File: src/rtl/stack_xfer_pkg.sv
// -----------------------------------------------------------------------------
// stack_xfer_pkg
// Shared definitions for the PUSH/POP register-list sequencer:
//   - xfer_state_e : sequencer FSM states
//   - *_DEF        : default parameter values (list width, byte stride,
//                    register-file select codes for SP and LR)
//   - popcount8    : number of set bits in an 8-bit register list
// -----------------------------------------------------------------------------
package stack_xfer_pkg;

  localparam int unsigned LIST_W_DEF     = 8;
  localparam int unsigned WORD_BYTES_DEF = 4;
  localparam logic [3:0]  SEL_SP_DEF     = 4'hD;
  localparam logic [3:0]  SEL_LR_DEF     = 4'hE;

  typedef enum logic [2:0] {
    IDLE,
    RD,
    CAP,
    MEM,
    WB,
    SPUPD,
    DONE
  } xfer_state_e;

  function automatic logic [3:0] popcount8(input logic [7:0] v);
    logic [3:0] c;
    c = '0;
    for (int i = 0; i < 8; i++) begin
      c = c + {3'b000, v[i]};
    end
    return c;
  endfunction

endpackage

File: src/rtl/stack_xfer_pick.sv
// -----------------------------------------------------------------------------
// stack_xfer_pick
// Combinational lowest-set-bit finder over the pending transfer vector
// {lr, list}. Low registers win over LR, so LR is always transferred last.
// Ports:
//   pending_i  in  LIST_W+1  pending bits, bit LIST_W = LR, bit k = rk
//   sel_o      out 4         register-file select of the lowest pending bit
//   clear_o    out LIST_W+1  one-hot mask of that bit (all zero if none)
// -----------------------------------------------------------------------------
module stack_xfer_pick
  import stack_xfer_pkg::*;
#(
  parameter int unsigned LIST_W = LIST_W_DEF,
  parameter logic [3:0]  SEL_LR = SEL_LR_DEF
) (
  input  logic [LIST_W:0] pending_i,
  output logic [3:0]      sel_o,
  output logic [LIST_W:0] clear_o
);

  logic found;

  always_comb begin
    sel_o   = '0;
    clear_o = '0;
    found   = 1'b0;
    for (int k = 0; k < int'(LIST_W); k++) begin
      if (pending_i[k] && !found) begin
        sel_o      = 4'(k);
        clear_o[k] = 1'b1;
        found      = 1'b1;
      end
    end
    if (!found && pending_i[LIST_W]) begin
      sel_o           = SEL_LR;
      clear_o[LIST_W] = 1'b1;
    end
  end

endmodule

File: src/rtl/stack_xfer_sequencer.sv
// -----------------------------------------------------------------------------
// stack_xfer_sequencer
// Multi-cycle controller for Thumb-style PUSH/POP register-list instructions.
// Walks the low-register list (ascending) and then LR, moving one register per
// single-beat memory transaction, and finally writes back SP.
// Ports:
//   clk, rst              clock; asynchronous active-low reset
//   start_i/pop_i/reg_list_i/lr_i/sp_i   transfer request (sampled in IDLE)
//   rd_data_i, rd0_select_o              register-file read port
//   wr_select_o/wr_data_o/write_en_o     register-file write port
//   sp_write_en_o/sp_out_o               register-file SP write port
//   mem_req_o/mem_we_o/mem_addr_o/mem_wdata_o/mem_ack_i/mem_rdata_i
//                                        single-beat data-memory interface
//   busy_o/stall_o                       high whenever not IDLE
//   done_o                               one-cycle completion pulse
// The register file must not be stalled while busy_o is high: PUSH relies on
// a live read the cycle after rd0_select_o is presented.
// -----------------------------------------------------------------------------
module stack_xfer_sequencer
  import stack_xfer_pkg::*;
#(
  parameter int unsigned LIST_W     = LIST_W_DEF,
  parameter int unsigned WORD_BYTES = WORD_BYTES_DEF,
  parameter logic [3:0]  SEL_SP     = SEL_SP_DEF,
  parameter logic [3:0]  SEL_LR     = SEL_LR_DEF
) (
  input  logic              clk,
  input  logic              rst,
  input  logic              start_i,
  input  logic              pop_i,
  input  logic [LIST_W-1:0] reg_list_i,
  input  logic              lr_i,
  input  logic [31:0]       sp_i,
  input  logic [31:0]       rd_data_i,
  output logic [3:0]        rd0_select_o,
  output logic [3:0]        wr_select_o,
  output logic [31:0]       wr_data_o,
  output logic              write_en_o,
  output logic              sp_write_en_o,
  output logic [31:0]       sp_out_o,
  output logic              mem_req_o,
  output logic              mem_we_o,
  output logic [31:0]       mem_addr_o,
  output logic [31:0]       mem_wdata_o,
  input  logic              mem_ack_i,
  input  logic [31:0]       mem_rdata_i,
  output logic              busy_o,
  output logic              stall_o,
  output logic              done_o
);

  localparam logic [31:0] STRIDE = 32'(WORD_BYTES);

  xfer_state_e     state_q, state_d;
  logic [LIST_W:0] pend_q, pend_d;
  logic            pop_q, pop_d;
  logic [3:0]      n_q, n_d;
  logic [31:0]     base_q, base_d;
  logic [31:0]     addr_q, addr_d;
  logic [31:0]     wdata_q, wdata_d;
  logic [31:0]     rdata_q, rdata_d;

  logic [7:0]      listExt;
  logic [3:0]      startN;
  logic [31:0]     startSpan;
  logic [31:0]     spanQ;
  logic [3:0]      pickSel;
  logic [LIST_W:0] pickClear;
  logic [LIST_W:0] pendAfter;

  stack_xfer_pick #(
    .LIST_W (LIST_W),
    .SEL_LR (SEL_LR)
  ) u_pick (
    .pending_i (pend_q),
    .sel_o     (pickSel),
    .clear_o   (pickClear)
  );

  always_comb begin
    listExt               = '0;
    listExt[LIST_W-1:0]   = reg_list_i;
  end

  assign startN    = popcount8(listExt) + {3'b000, lr_i};
  assign startSpan = STRIDE * {28'd0, startN};
  assign spanQ     = STRIDE * {28'd0, n_q};
  assign pendAfter = pend_q & ~pickClear;

  always_ff @(posedge clk or negedge rst) begin
    if (!rst) begin
      state_q <= IDLE;
      pend_q  <= '0;
      pop_q   <= 1'b0;
      n_q     <= '0;
      base_q  <= '0;
      addr_q  <= '0;
      wdata_q <= '0;
      rdata_q <= '0;
    end else begin
      state_q <= state_d;
      pend_q  <= pend_d;
      pop_q   <= pop_d;
      n_q     <= n_d;
      base_q  <= base_d;
      addr_q  <= addr_d;
      wdata_q <= wdata_d;
      rdata_q <= rdata_d;
    end
  end

  // Outputs are decoded from the state so that every output returns to zero
  // as soon as reset forces the state register back to IDLE.
  always_comb begin
    state_d = state_q;
    pend_d  = pend_q;
    pop_d   = pop_q;
    n_d     = n_q;
    base_d  = base_q;
    addr_d  = addr_q;
    wdata_d = wdata_q;
    rdata_d = rdata_q;

    rd0_select_o  = '0;
    wr_select_o   = '0;
    wr_data_o     = '0;
    write_en_o    = 1'b0;
    sp_write_en_o = 1'b0;
    sp_out_o      = '0;
    mem_req_o     = 1'b0;
    mem_we_o      = 1'b0;
    mem_addr_o    = '0;
    mem_wdata_o   = '0;
    busy_o        = (state_q != IDLE);
    stall_o       = (state_q != IDLE);
    done_o        = 1'b0;

    unique case (state_q)
      IDLE: begin
        if (start_i) begin
          pend_d = {lr_i, reg_list_i};
          pop_d  = pop_i;
          n_d    = startN;
          // PUSH pre-decrements SP by the whole block so the lowest register
          // lands at the lowest address; POP starts at the current SP.
          base_d = pop_i ? sp_i : (sp_i - startSpan);
          addr_d = base_d;
          if (startN == 4'd0) begin
            state_d = DONE;
          end else if (pop_i) begin
            state_d = MEM;
          end else begin
            state_d = RD;
          end
        end
      end

      RD: begin
        rd0_select_o = pickSel;
        state_d      = CAP;
      end

      CAP: begin
        wdata_d = rd_data_i;
        state_d = MEM;
      end

      MEM: begin
        mem_req_o   = 1'b1;
        mem_we_o    = !pop_q;
        mem_addr_o  = addr_q;
        mem_wdata_o = pop_q ? 32'd0 : wdata_q;
        if (mem_ack_i) begin
          if (pop_q) begin
            rdata_d = mem_rdata_i;
            state_d = WB;
          end else begin
            pend_d  = pendAfter;
            addr_d  = addr_q + STRIDE;
            state_d = (pendAfter != '0) ? RD : SPUPD;
          end
        end
      end

      WB: begin
        write_en_o  = 1'b1;
        wr_select_o = pickSel;
        wr_data_o   = rdata_q;
        pend_d      = pendAfter;
        addr_d      = addr_q + STRIDE;
        state_d     = (pendAfter != '0) ? MEM : SPUPD;
      end

      SPUPD: begin
        // The write select also points at SP here for register files that
        // share one select between the general and SP write paths.
        sp_write_en_o = 1'b1;
        wr_select_o   = SEL_SP;
        sp_out_o      = pop_q ? (base_q + spanQ) : base_q;
        state_d       = DONE;
      end

      DONE: begin
        done_o  = 1'b1;
        state_d = IDLE;
      end

      default: begin
        state_d = IDLE;
      end
    endcase
  end

endmodule
File: config.mk
export PLATFORM = sky130hd
export DESIGN_NAME = stack_xfer_sequencer
export DESIGN_NICKNAME = d
export VERILOG_FILES = /design/src/rtl/stack_xfer_pkg.sv /design/src/rtl/stack_xfer_pick.sv /design/src/rtl/stack_xfer_sequencer.sv
export SDC_FILE = /design/constraint.sdc
export NUM_CORES = 1
export LEC_CHECK = 0
export ABC_CLOCK_PERIOD_IN_PS = 3090
export BUFFER_PORTS_ARGS = -buffer_cell sky130_fd_sc_hd__buf_2
export CAP_MARGIN = 40
export CORE_ASPECT_RATIO = 1.4
export CORE_MARGIN = 3
export CORE_UTILIZATION = 45
export CTS_CLUSTER_SIZE = 30
export DETAILED_ROUTE_END_ITERATION = 12
export GPL_ROUTABILITY_DRIVEN = 0
export PLACE_DENSITY = 0.68
export SETUP_SLACK_MARGIN = 0.1
export SYNTH_ARGS = -nofsm -noshare
export SYNTH_HDL_FRONTEND = slang
export SYNTH_SLANG_ARGS = --single-unit
File: constraint.sdc
create_clock -name clk -period 3.09 [get_ports clk]
set_clock_uncertainty 0.2 [all_clocks]
set_input_delay 0.618 -clock clk [delete_from_list [all_inputs] [get_ports clk]]
set_output_delay 0.618 -clock clk [all_outputs]
set_load 0.1 [all_outputs]
==> metrics.csv <==
stage,metric,value,unit
floorplan,dieArea,21290,um2
detailed_routing,vias,9086,
detailed_routing,drtPass1Iterations,7,
synth,post-synth-top-area-cell,dfrtp_1,
final_layout,drive_gt1_frac,0.5289,
power_and_ir_drop,ir_worst_vdd,0.8808,mV
timing,max_freq,0.2053,GHz
timing,final-setup-viol-count,92,
power_and_ir_drop,p_per_area,1104,nW/um2
synth,synthesis.nets,1109,
worst_setup_path,path_max_fanout,5,
synth,syn_inst,981,
detailed_routing,wl_per_cell,20.87,um
clock_network,cts-root-buf,clkbuf_16,
floorplan,core,18900,um2
synth,syn_area,8797,um2
timing,hold_viol_final,10,
worst_setup_path,worstSetupStartpoint,reg_list_i[0],
worst_setup_path,critPathArrivalTime,5000,ps
clock_network,cts_made_buffers,17,
detailed_routing,routed_wl,32540,um
floorplan,num_rows,59,
floorplan,die_y,171.4,um
grt,gr-total-overflow,0,
timing,final.setup.tns,-97020,ps
timing,fin_crit,4871,ps
timing,rsz0062_at_grt,yes,
synth,ys.flop_type,dfrtp_1,
worst_setup_path,crit_required,3220,ps
placed_design,place_hpwl,21650,um
timing,timing.final.crit_share,1.576,
outcome,violations,"negative hold slack, negative setup slack",
final_layout,design_area,15050,um2
placed_design,numPortBuffers,252,
worst_setup_path,r2r-start,state_q[1]$_DFFE_PN0P_,
timing,slew_headroom,0.5720,
placed_design,pre_cts_ws,-2095,ps
timing,slew_violations,0,
placed_design,dpl_cell_area,13100,um2
synth,synth.area.top_cells,"dfrtp_1 41%, mux2_2 8.3%, and2_1 7.1%",
clock_network,cts_sinks,145,
final_layout,utilization,0.7963,
clock_network,cts_buffer_depth,2,
clock_network,hold_buffers,0,
hold_path,hold_class,in -> async,
synth,seq_area_frac_synth,0.4125,
synth,async_flop_share,1.000,
synth,ys_seq_elements,145,
synth,synth_edf_count,0,
worst_setup_path,startpoint_type,primary input,
clock_network,cts.clk_slew.worst_paths,70,ps
grt,grt_max_degree,63,
timing,worst_pin_slew,642.0,ps
flow_run,maxCapViolCount,0,
grt,track_usage,0.2872,
floorplan,die_x,124.2,um
grt,grt_pass1_vias,8944,
clock_network,cts_max_level,4,
detailed_routing,drcViolationCount,0,
worst_setup_path,end_kind,flip-flop,
synth,ys_warn_count,0,
worst_setup_path,critPathKind,in -> reg,
timing,setup_ws,-1781,ps
worst_setup_path,r2r_end,base_q[29]$_DFFE_PN0P_,
detailed_routing,vias_per_cell,5.828,
worst_setup_path,ff2ff_setup_slack,190,ps
final_layout,fill_cells,1119,
clock_network,clock_latency,420,ps
grt,grt_pass1_wl,47620,um
outcome,status,finished with violations,
synth,synth_top_area_frac,0.4125,
final_layout,area_growth,71.06,%
grt,antenna_found_initial,1,
detailed_routing,ant_nets,0,
timing,worst_hold_slack,-15.45,ps
floorplan,io-pin-count,253,
floorplan,initial_utilization,0.4655,
power_and_ir_drop,p_leak,6.361,nW
detailed_routing,drt_iter0_drc,827,
final_layout,final_nets,1430,
synth,yosys.cell_types.count,69,
clock_network,cts_tree,done,
synth,synth.avg_cell_area,8.968,um2
worst_setup_path,rr_worst_depth,8,
## Yosys cell counts, drive strengths merged (5+ instances only)
cell / number
a211oi: 6
a21o: 7
a21oi: 43
and2: 101
and3: 13
and4: 9
buf: 6
clkbuf: 50
dfrtp: 145
fa: 7
ha: 11
inv: 29
mux2: 65
mux2i: 6
nand2: 92
nand3: 23
nand4: 21
nor2: 110
nor2b: 9
nor3: 34
nor4: 10
o21a: 5
o21ai: 59
or2: 5
or3: 10
xnor2: 26
xor2: 19
## state kept, by name (all words and copies together), names as in the netlist
| signal | count |
|---|---|
| addr_q | 32 |
| base_q | 32 |
| rdata_q | 32 |
| wdata_q | 32 |
| pend_q | 9 |
| n_q | 4 |
| state_q | 3 |
| pop_q | 1 |
## cell usage in the layout (no fill, tap or decap), drive strengths merged, types with 5 or more instances in the layout
cell / count
a211oi: 6
a21o: 7
a21oi: 43
and2: 101
and3: 13
and4: 9
buf: 355
clkbuf: 19
dfrtp: 145
fa: 7
ha: 11
inv: 34
mux2: 65
mux2i: 6
nand2: 93
nand3: 23
nand4: 21
nor2: 110
nor2b: 9
nor3: 34
nor4: 10
o21a: 5
o21ai: 59
or2: 5
or3: 10
xnor2: 26
xor2: 19
## kinds of logic (layout without fill, tap and decap cells)
| family | count (synthesis) | in the layout | synth area share |
|---|---|---|---|
| flip-flops | 145 | 145 | 0.4125 |
| other | 0 | 1 | 0 |
| XOR/XNOR | 45 | 45 | 0.04480 |
| buffers and inverters | 85 | 417 | 0.03769 |
| AO/OA/AOI/OAI | 164 | 164 | 0.1165 |
| AND/OR/NAND/NOR | 453 | 454 | 0.2670 |
| adder cells (fa/ha/maj) | 18 | 18 | 0.03157 |
| multiplexers | 71 | 71 | 0.09003 |
## report_power, final
part / switching (mW) / total (mW) / internal (mW)
Sequential: 0.966 / 3.82 / 2.86
Combinational: 6.51 / 10.6 / 4.05
Clock: 0.876 / 2.24 / 1.36
Total: 8.35 / 16.6 / 8.27
## area by class of cell
class	instances	area [um2]	area share
Multi-Input combinational cell	752	6206	0.4124
Inverter	29	108.9	0.007234
Clock inverter	14	202.7	0.01347
Clock buffer	17	425.4	0.02827
Timing Repair Buffer	357	4161	0.2765
Antenna cell	1	2.502	0.0001663
Sequential cell	145	3636	0.2416
Tap cell	244	305.3	0.02029
## worst max-delay path by stage
stage                             endpoint  slack [ps]  depth (start not counted)
finish              base_q[29]$_DFFE_PN0P_       -1780                         17
global route        base_q[29]$_DFFE_PN0P_       -1860                         17
CTS                 base_q[29]$_DFFE_PN0P_       -1550                         17
detailed placement  addr_q[25]$_DFFE_PN0P_       -2100                         17
global placement    base_q[29]$_DFFE_PN0P_       -1990                         17
floorplan           addr_q[31]$_DFFE_PN0P_       -1740                         16
## metal layers
| metal | part of all wire | track usage |
|---|---|---|
| met5 | 0 | 0 |
| met4 | 0.039 | 0.1292 |
| met3 | 0.090 | 0.05625 |
| met2 | 0.52 | 0.5118 |
| met1 | 0.35 | 0.3296 |
## worst max-delay path, stage by stage
cell      delay, ps
buf_6           100
fa_1            550
inv_1            60
fa_1            450
fa_1            530
fa_2            250
inv_2            50
fa_2            350
xnor2_2         230
ha_4            250
o21ai_4         160
a211oi_2         90
or4b_4          540
buf_6           170
nor4_4          230
xnor2_2         140
a21oi_1         240
## repair_timing
action                                  CTS  global route
hold endpoints to repair                  0             0
pin swaps                                80            40
gates resized for setup                 139            81
gates cloned                              1             0
endpoints found under the setup margin  198           185
buffers inserted                         22            24
## stage by stage
step	power [mW]	hold slack, ps	instances
4_1_cts	16.02	6.689	1540
2_1_floorplan	9.979	122.4	981
6_report	16.62	-15.45	1559
5_1_grt	17.37	9.030	1559
3_3_place_gp	12.94	251.1	1487
3_5_place_dp	13.20	255.1	1487
No activity file was read; power rests on OpenSTA's default activity.
